$ cat config.mk
export PLATFORM = sky130hd
export DESIGN_NAME = adder_32_bits
export DESIGN_NICKNAME = d
export VERILOG_FILES = /design/src/rtl/adder_pkg.sv /design/src/rtl/cla_4bit.sv /design/src/rtl/adder_32_bits.sv
export SDC_FILE = /design/constraint.sdc
export NUM_CORES = 1
export LEC_CHECK = 0
export CORE_MARGIN = 5
export CORE_UTILIZATION = 25
export CTS_BUF_LIST = sky130_fd_sc_hd__clkbuf_16
export CTS_CLUSTER_DIAMETER = 200
export CTS_CLUSTER_SIZE = 10
export DETAILED_ROUTE_END_ITERATION = 12
export GPL_TIMING_DRIVEN = 0
export PLACE_DENSITY_LB_ADDON = 0.08
export SYNTH_ARGS = -nofsm -noshare
export SYNTH_HDL_FRONTEND = slang
export SYNTH_HIERARCHICAL = 1
export SYNTH_SLANG_ARGS = --single-unit
$ cat constraint.sdc
create_clock -name clk -period 9.1 [get_ports clk]
set_input_delay 1.82 -clock clk [delete_from_list [all_inputs] [get_ports clk]]
set_output_delay 1.82 -clock clk [all_outputs]
set_load 0.03 [all_outputs]
$ cat src/rtl/adder_pkg.sv
// Shared constants and types for the pipelined datapath adder.
package adder_pkg;

    localparam int unsigned ADDR_WIDTH = 32;
    localparam int unsigned CLA_GROUP  = 4;

    typedef logic [ADDR_WIDTH-1:0] word_t;

endpackage

$ cat src/rtl/cla_4bit.sv
// 4-bit carry-lookahead group: sums its slice given a carry-in and exports
// group generate/propagate for the second-level lookahead.
module cla_4bit (
    input  logic [3:0] a,
    input  logic [3:0] b,
    input  logic       cin,
    output logic [3:0] sum,
    output logic       group_g,
    output logic       group_p
);

    logic [3:0] g;
    logic [3:0] p;
    logic [3:0] c;

    // Bit-level generate/propagate, flattened internal carries and group G/P.
    always_comb begin
        g = a & b;
        p = a ^ b;

        c[0] = cin;
        c[1] = g[0] | (p[0] & cin);
        c[2] = g[1] | (p[1] & g[0]) | (p[1] & p[0] & cin);
        c[3] = g[2] | (p[2] & g[1]) | (p[2] & p[1] & g[0]) | (p[2] & p[1] & p[0] & cin);

        sum = p ^ c;

        group_g = g[3] | (p[3] & g[2]) | (p[3] & p[2] & g[1]) | (p[3] & p[2] & p[1] & g[0]);
        group_p = &p;
    end

endmodule

$ cat src/rtl/adder_32_bits.sv
// Registered carry-lookahead adder: WIDTH/GROUP cla_4bit groups, a group-level
// lookahead carry unit, and one output register stage with carry/overflow/zero.
module adder_32_bits
    import adder_pkg::*;
#(
    parameter int unsigned WIDTH = ADDR_WIDTH,
    // Must stay 4: each group is a cla_4bit instance. WIDTH must be a multiple.
    parameter int unsigned GROUP = CLA_GROUP
) (
    input  logic             clk,
    input  logic             rst,
    input  logic [WIDTH-1:0] A_in,
    input  logic [WIDTH-1:0] B_in,
    output logic [WIDTH-1:0] total_out,
    output logic             carry_out,
    output logic             overflow,
    output logic             zero
);

    localparam int unsigned NGroups = WIDTH / GROUP;

    logic [NGroups-1:0] grp_g;
    logic [NGroups-1:0] grp_p;
    logic [NGroups:0]   grp_c;
    logic [WIDTH-1:0]   sum;

    logic [WIDTH-1:0] total_d, total_q;
    logic             carry_d, carry_q;
    logic             ovf_d, ovf_q;
    logic             zero_d, zero_q;

    for (genvar i = 0; i < NGroups; i++) begin : g_group
        cla_4bit u_cla (
            .a       (A_in[i*GROUP +: GROUP]),
            .b       (B_in[i*GROUP +: GROUP]),
            .cin     (grp_c[i]),
            .sum     (sum[i*GROUP +: GROUP]),
            .group_g (grp_g[i]),
            .group_p (grp_p[i])
        );
    end

    // Second-level lookahead: each group carry-in is the OR over lower groups
    // of that group's G ANDed with every P above it, so no group-to-group ripple.
    always_comb begin
        logic term;
        logic carry;
        grp_c = '0;
        for (int j = 1; j <= int'(NGroups); j++) begin
            carry = 1'b0;
            for (int i = 0; i < j; i++) begin
                term = grp_g[i];
                for (int k = i + 1; k < j; k++) begin
                    term = term & grp_p[k];
                end
                carry = carry | term;
            end
            grp_c[j] = carry;
        end
    end

    // Status flags derived from the unregistered sum.
    always_comb begin
        total_d = sum;
        carry_d = grp_c[NGroups];
        ovf_d   = (A_in[WIDTH-1] == B_in[WIDTH-1]) && (sum[WIDTH-1] != A_in[WIDTH-1]);
        zero_d  = (sum == '0);
    end

    // Output register; reset discards this cycle's sum and forces a zero result.
    always_ff @(posedge clk) begin
        if (rst) begin
            total_q <= '0;
            carry_q <= 1'b0;
            ovf_q   <= 1'b0;
            zero_q  <= 1'b1;
        end else begin
            total_q <= total_d;
            carry_q <= carry_d;
            ovf_q   <= ovf_d;
            zero_q  <= zero_d;
        end
    end

    assign total_out = total_q;
    assign carry_out = carry_q;
    assign overflow  = ovf_q;
    assign zero      = zero_q;

endmodule

==> results.yml <==
clock_network:
  postCtsSetupRepairBufs: 0
  htree_levels: 2
  postCtsResizedCells: 0
  cts_buffers: 5
  clockBufferDepth: 2
  cts_hold_buf: 0
  cts_tree: "yes"
  clock_sinks: 35
  root_buffer: "clkbuf_16"
  clkSlewWorstSetupHoldPaths_ns: 0.06
setup_path:
  worstPathArrival_ns: 5.31
  worstSetupStartpointType: "primary input"
  path_cells: "clkdlybuf4s50_1 -> ha_1 -> a21oi_1 -> nand2_1 -> a21o_1 -> a211oi_2 -> o21bai_2 -> o311ai_2 -> nand2b_1 -> nand4_1 -> nand3_1 -> xor2_1 -> nor4_1 -> nand4_1 -> o21bai_1"
  cp-end-kind: "flop"
  cp.depth: 15
  cp_max_fo: 5
  critPathKind: "in -> reg"
  path_buf_inv: 1
  crit_top_cell: "nand4_1"
  critical-path-max-stage-delay_ns: 0.53
  cpLargestDelayFamily: "compound AO/OA/AOI/OAI gates"
  slowest_stage: "nor4_1"
  required_ns: 9.31
drt:
  met2WireLength_um: 2880
  firstDrtPassIters: 4
  drc: 0
  highest_layer: "met4"
  wl_met1_um: 3180
  wl_per_cell_um: 12.3
  detail-route-antenna-nets: 0
  viasPerCell: 4.19
  first_iter_violations: 52
  drt_wl_total_um: 6450
  vias: 2189
  dr_wl_met3_um: 329
timing:
  finalHoldViolCount: 0
  setup_tns_ns: 0
  fin_ws_ns: 4.00
  min_period_ns: 5.10
  slew_violations: 0
  maxSlewHeadroom_pct: 63.9
  holdWs_ns: 2.26
  fin_crit_sh_pct: 56.0
  finalSetupViolCount: 0
  fmax_mhz: 196
  rsz0062_at_grt: "no"
  tightestPinTransition_ns: 0.536
global_routing:
  antenna_found_initial: 0
  grt_max_degree: 13
  grt_usage_pct: 10.8
  overflow: 0
  grt_pass1_vias: 2360
  grt_pass1_wl_um: 11000
layout:
  final_core_util_pct: 38.4
  final_cells: 522
  nets: 499
  nFillCells: 1068
  final-seq-area_um2: 701
  multi_input_area_mm2: 0.00174
  syn2layout_area_growth_pct: 52.5
  final_area_mm2: 0.00391
  layout-drive-gt1-share_pct: 6.99
  diodes: 0
floorplanning:
  ios: 101
  die_h_um: 111
  start_util_pct: 25.2
  dieArea_mm2: 0.0124
  dieWidth_um: 111
  rows: 37
  core-area_mm2: 0.0102
placement:
  gp_congestion: 0.717
  dp_hpwl_um: 5570
  postPlaceCellArea_mm2: 0.00374
  place_inst: 514
  numPortBuffers: 100
  place_ws_ns: 3.76
logic_synthesis:
  syn_inst: 276
  synth_area_mm2: 0.00257
  avgSynthCellArea_um2: 9.30
  synth_warnings: 6
power_and_ir_drop:
  pwr_density_cell_mw_per_mm2: 159
  vdd_drop_max_uv: 66.8
  power_leakage_nw: 1.76
  total_power_mw: 0.623
worst_hold_path:
  worstHoldPathCells: 4
  hp-class: "in -> reg"
outcome:
  outcome: "finished clean"
run:
  maxCapViolations: 0
[report_power, final]
part | switching (mW) | internal, mW
Clock | 0.0671 | 0.129
Sequential | 0.00581 | 0.174
Combinational | 0.129 | 0.118
[layout by cell type (no fill, tap or decap), types with 5 or more instances in the layout]
cell	instances
clkdlybuf4s50_1	100
ha_1	40
dfxtp_1	35
nor2b_1	32
inv_1	32
a21o_1	19
xnor2_1	16
nand3_1	16
nand4_1	10
nand2_1	9
a21oi_1	9
nor4_1	8
a21oi_2	8
xor2_1	8
fa_1	8
and4_2	7
nor2_1	5
clkbuf_16	5
[worst min-delay path, delay by kind of cell]
family / cells / cell delay (ns)
AND/OR/NAND/NOR: 2 / 0.17
buffers and inverters: 1 / 0.44
AO/OA/AOI/OAI: 1 / 0.07
[layer usage]
layer	up-vias	global-route usage, %
li1	1159	-
met1	967	13.8
met2	58	18.2
met3	5	3.00
met4	0	2.68
met5	-	0
[sequential cells by signal (all words and copies together), names as in the netlist]
| name | cells |
|---|---|
| total_out | 32 |
| carry_out | 1 |
| overflow | 1 |
| zero | 1 |
[area by class of cell]
class / count / area share, %
Multi-Input combinational cell: 208 / 44.5
Buffer: 3 / 0.288
Clock buffer: 5 / 3.20
Sequential cell: 35 / 17.9
Inverter: 32 / 3.07
Tap cell: 136 / 4.35
Clock inverter: 3 / 1.12
Timing Repair Buffer: 100 / 25.6
[final timing paths]
kind                      from             endpoint  slack [ns]
worst max-delay path   A_in[2]      zero$_SDFF_PP1_        4.00
worst min-delay path  A_in[31]  overflow$_SDFF_PP0_        2.26
Note: power is estimated with default switching activity, not from simulation.
